`config.mk`:
```
export PLATFORM = sky130hd
export DESIGN_NAME = pair_demux_collect
export DESIGN_NICKNAME = d
export VERILOG_FILES = /design/src/rtl/pair_demux_collect.sv
export SDC_FILE = /design/constraint.sdc
export NUM_CORES = 1
export LEC_CHECK = 0
export CAP_MARGIN = 10
export CORE_UTILIZATION = 35
export DETAILED_ROUTE_END_ITERATION = 16
export PLACE_DENSITY = 0.72
export SYNTH_ARGS = -nofsm -noshare
export SYNTH_HDL_FRONTEND = slang
export SYNTH_SLANG_ARGS = --single-unit
```
`constraint.sdc`:
```
create_clock -name clk -period 2.4 [get_ports clk]
set_input_delay 0.24 -clock clk [delete_from_list [all_inputs] [get_ports clk]]
set_output_delay 0.24 -clock clk [all_outputs]
set_load 0.03 [all_outputs]
```
`src/rtl/pair_demux_collect.sv`:
```
// Collects five (in1, in2) pair beats into a 10-slot register bank and presents
// the bank as one parallel frame under a valid/ready handshake.

module pair_demux_collect_chk (
  input logic       clk,
  input logic       rst,
  input logic [2:0] sel
);
  // The pair index must never leave 0..4.
  sel_range: assert property (@(posedge clk) disable iff (rst) sel <= 3'd4);
endmodule

module pair_demux_collect #(
  parameter int SIZE = 8
) (
  input  logic            clk,
  input  logic            rst,
  input  logic            flush,
  input  logic            in_valid,
  output logic            in_ready,
  input  logic [SIZE-1:0] in1,
  input  logic [SIZE-1:0] in2,
  output logic [2:0]      sel,
  output logic [SIZE-1:0] out_0,
  output logic [SIZE-1:0] out_1,
  output logic [SIZE-1:0] out_2,
  output logic [SIZE-1:0] out_3,
  output logic [SIZE-1:0] out_4,
  output logic [SIZE-1:0] out_5,
  output logic [SIZE-1:0] out_6,
  output logic [SIZE-1:0] out_7,
  output logic [SIZE-1:0] out_8,
  output logic [SIZE-1:0] out_9,
  output logic            out_valid,
  input  logic            out_ready
);

  typedef enum logic [0:0] {FILL = 1'b0, HOLD = 1'b1} state_t;

  state_t          state_r;
  state_t          next_state;
  logic [2:0]      next_sel;
  logic            wr_en;
  logic            accept;
  logic [SIZE-1:0] slot_r [10];

  assign accept = in_valid & in_ready;

  // Next-state, next pair index and bank write enable.
  always_comb begin
    next_state = state_r;
    next_sel   = sel;
    wr_en      = 1'b0;
    if (flush) begin
      // A beat presented alongside flush is dropped; the bank is left as is.
      next_state = FILL;
      next_sel   = 3'd0;
    end else begin
      case (state_r)
        FILL: begin
          if (accept) begin
            wr_en = 1'b1;
            if (sel == 3'd4) begin
              next_sel   = 3'd0;
              next_state = HOLD;
            end else begin
              next_sel = sel + 3'd1;
            end
          end else begin
            next_sel = sel;
          end
        end
        HOLD: begin
          if (out_ready) begin
            next_state = FILL;
          end else begin
            next_state = HOLD;
          end
        end
        default: begin
          next_state = FILL;
          next_sel   = 3'd0;
        end
      endcase
    end
  end

  // State, pair index and handshake flags; the flags are registered copies of the next state.
  always_ff @(posedge clk) begin
    if (rst) begin
      state_r   <= FILL;
      sel       <= 3'd0;
      out_valid <= 1'b0;
      in_ready  <= 1'b1;
    end else begin
      state_r   <= next_state;
      sel       <= next_sel;
      out_valid <= (next_state == HOLD);
      in_ready  <= (next_state == FILL);
    end
  end

  // Slot bank: an accepted beat lands in slots 2*sel and 2*sel+1.
  always_ff @(posedge clk) begin
    if (rst) begin
      for (int i = 0; i < 10; i++) begin
        slot_r[i] <= '0;
      end
    end else if (wr_en) begin
      case (sel)
        3'd0: begin slot_r[0] <= in1; slot_r[1] <= in2; end
        3'd1: begin slot_r[2] <= in1; slot_r[3] <= in2; end
        3'd2: begin slot_r[4] <= in1; slot_r[5] <= in2; end
        3'd3: begin slot_r[6] <= in1; slot_r[7] <= in2; end
        3'd4: begin slot_r[8] <= in1; slot_r[9] <= in2; end
        default: begin end
      endcase
    end
  end

  assign out_0 = slot_r[0];
  assign out_1 = slot_r[1];
  assign out_2 = slot_r[2];
  assign out_3 = slot_r[3];
  assign out_4 = slot_r[4];
  assign out_5 = slot_r[5];
  assign out_6 = slot_r[6];
  assign out_7 = slot_r[7];
  assign out_8 = slot_r[8];
  assign out_9 = slot_r[9];

  pair_demux_collect_chk u_chk (
    .clk (clk),
    .rst (rst),
    .sel (sel)
  );

endmodule

```
==> results.yml <==
critical_path:
  slowest_stage: "clkdlybuf4s50_1"
  crit_path_max_incr_delay_ns: 0.73
  cpLargestDelayFamily: "buffers and inverters"
  path_buf_inv: 1
  crit_path_end_kind: "primary output"
  cp.arrival_ns: 1.56
  crit_required_ns: 2.16
  start_kind: "register"
  worstSetupPathType: "reg2out"
  path_max_fanout: 7
  critical_path.cell_chain: "clkdlybuf4s50_1"
pwr:
  p_per_area_mw_per_mm2: 657
  p_leak_nw: 1.67
  power.switching_uw: 775
  finalPower_mw: 3.09
  p_int_mw: 2.32
  power_frac_clock: 0.327
  seqPwrFrac: 0.550
  swShare: 0.251
  irDropWorstVdd_v: 0.000352
  combinationalPowerShare: 0.123
cts:
  cts_setup_buffers: 0
  htree_levels: 3
  post_cts_resized: 0
  tritoncts: "built"
  hold_buffers: 0
  clkTransAtPathRegs_ns: 0.08
  numCtsBuffers: 9
  cts_root_buffer: "clkbuf_8"
  clk_latency_ns: 0.34
  cts_buffer_depth: 2
  cts_sinks: 85
die:
  die_h_um: 99.4
  core_mm2: 0.00920
  fp.dieW_um: 99.4
  die-area_mm2: 0.00989
  floorplan.initialDensity: 0.361
  ioPinCount: 106
  num_rows: 35
place:
  dp_hpwl_um: 5400
  post_dp_cell_area_mm2: 0.00451
  placed_cells: 439
  place_congestion: 0.788
  port_buffers: 105
  dp_slack_ns: 0.342
layout:
  syn_to_final_growth_pct: 41.7
  design_area_mm2: 0.00471
  drive_gt1_frac: 0.0933
  final_cell_mix: "105 x clkdlybuf4s50_1, 80 x edfxtp_1, 64 x nor2_1"
  finish.utilization: 0.512
  fin_cells: 454
  final_nets: 365
  final_common_cell: "clkdlybuf4s50_1"
  num_antenna_cells: 0
global_route:
  grt.overflow.total: 0
  antenna_found_initial: 0
  grt_max_degree: 19
  grt_use_total: 0.154
  grt_pass1_wl_um: 11100
  grt_pass1_vias: 2008
timing:
  hold_ws_ns: 0.571
  finalHoldViolations: 0
  period_share: 0.749
  slew_viol_final: 0
  fmax_mhz: 556
  timing.setup.tns_ns: 0
  rsz0062_at_grt: "false"
  worst_slew_pin_slew_ns: 0.480
  min_period_ns: 1.80
  setup_slack_ns: 0.603
  setup_viol: 0
  slew-limit-headroom: 0.679
  finalClockSkew_ns: 0.00948
logic_synthesis:
  seq_area_frac_synth: 0.753
  avgSynthCellArea_um2: 15.0
  ys_seq_elements: 85
  synthCells: 222
  synth.distinct_cells: 21
  yosys_warnings: 0
  syn_nets: 248
  synth_area_mm2: 0.00332
worst_hold_path:
  holdCritPathClass: "in2reg"
route:
  antenna_left: 0
  vias_per_cell: 4.54
  drt_iter0_markers: 51
  drt_pass1_iterations: 4
  routedWlPerCell_um: 15.8
  vias: 2063
  finalWirelength_um: 7170
  drc: 0
flow_run:
  cap_violations: 0
run_status:
  status: "completed"
==> layout make-up <==
| type | count | area [um^2] |
|---|---|---|
| fillers | 817 | 4490 |
| flip-flops and latches | 85 | 2500 |
| repair buffers | 114 | 1120 |
| multi-input cells | 126 | 741 |
| well taps | 111 | 139 |
| clock buffers | 9 | 124 |
| clock inverters | 6 | 71.3 |
| inverters | 3 | 11.3 |
==> power groups by stage <==
stage / logic (mW) / clock network [mW] / registers, mW
5_1_grt: 0.401 / 1.08 / 1.71
3_5_place_dp: 0.384 / 0 / 1.74
4_1_cts: 0.385 / 1.02 / 1.70
2_1_floorplan: 0.0743 / 0 / 1.86
6_report: 0.381 / 1.01 / 1.70
3_3_place_gp: 0.380 / 0 / 1.74
==> layer usage <==
layer,vias up,global-route usage,routed length [um]
met4,0,0.0520,52
met1,977,0.188,3160
met5,-,0,0
li1,998,-,-
met2,84,0.263,3570
met3,4,0.0443,394
==> cell usage after synthesis, drive strengths merged <==
cell type,instances,area (um^2)
ha,5,62.6
buf,5,56.3
nor3,4,31.3
nand3,4,70.1
and2,16,100
dfxtp,5,100
or3b,1,8.76
a21boi,1,7.51
nand3b,1,11.3
mux2i,3,30.0
inv,3,11.3
a21oi,3,15.0
and4bb,1,16.3
or2b,1,7.51
a21o,1,7.51
nor2,64,240
clkbuf,3,11.3
o21bai,1,7.51
edfxtp,80,2400
nand2b,20,125
==> path summary, 6_finish.rpt <==
kind,slack (ns),cells past startpoint,endpoint,startpoint
setup / recovery,0.60,1,sel[2],sel[2]
hold / removal,0.57,3,state_r,out_ready
setup reg to reg,0.69,5,slot_r[1][3],sel[0]
hold reg to reg,0.61,2,sel[1],sel[1]
==> flip-flops by register name, summed over array words and instances (netlist names) <==
signal and flops:
sel 3, slot_r 80, in_ready 1, state_r 1
==> kinds of logic after synthesis <==
| logic type | Yosys count | share of synthesized area |
|---|---|---|
| AOI/OAI and AO/OA | 6 | 0.0113 |
| adders and majority gates | 5 | 0.0188 |
| buffers and inverters | 11 | 0.0237 |
| DFF | 85 | 0.753 |
| muxes | 3 | 0.00904 |
| and+or+nand+nor | 112 | 0.184 |
No activity file was read; power rests on OpenSTA's default activity.
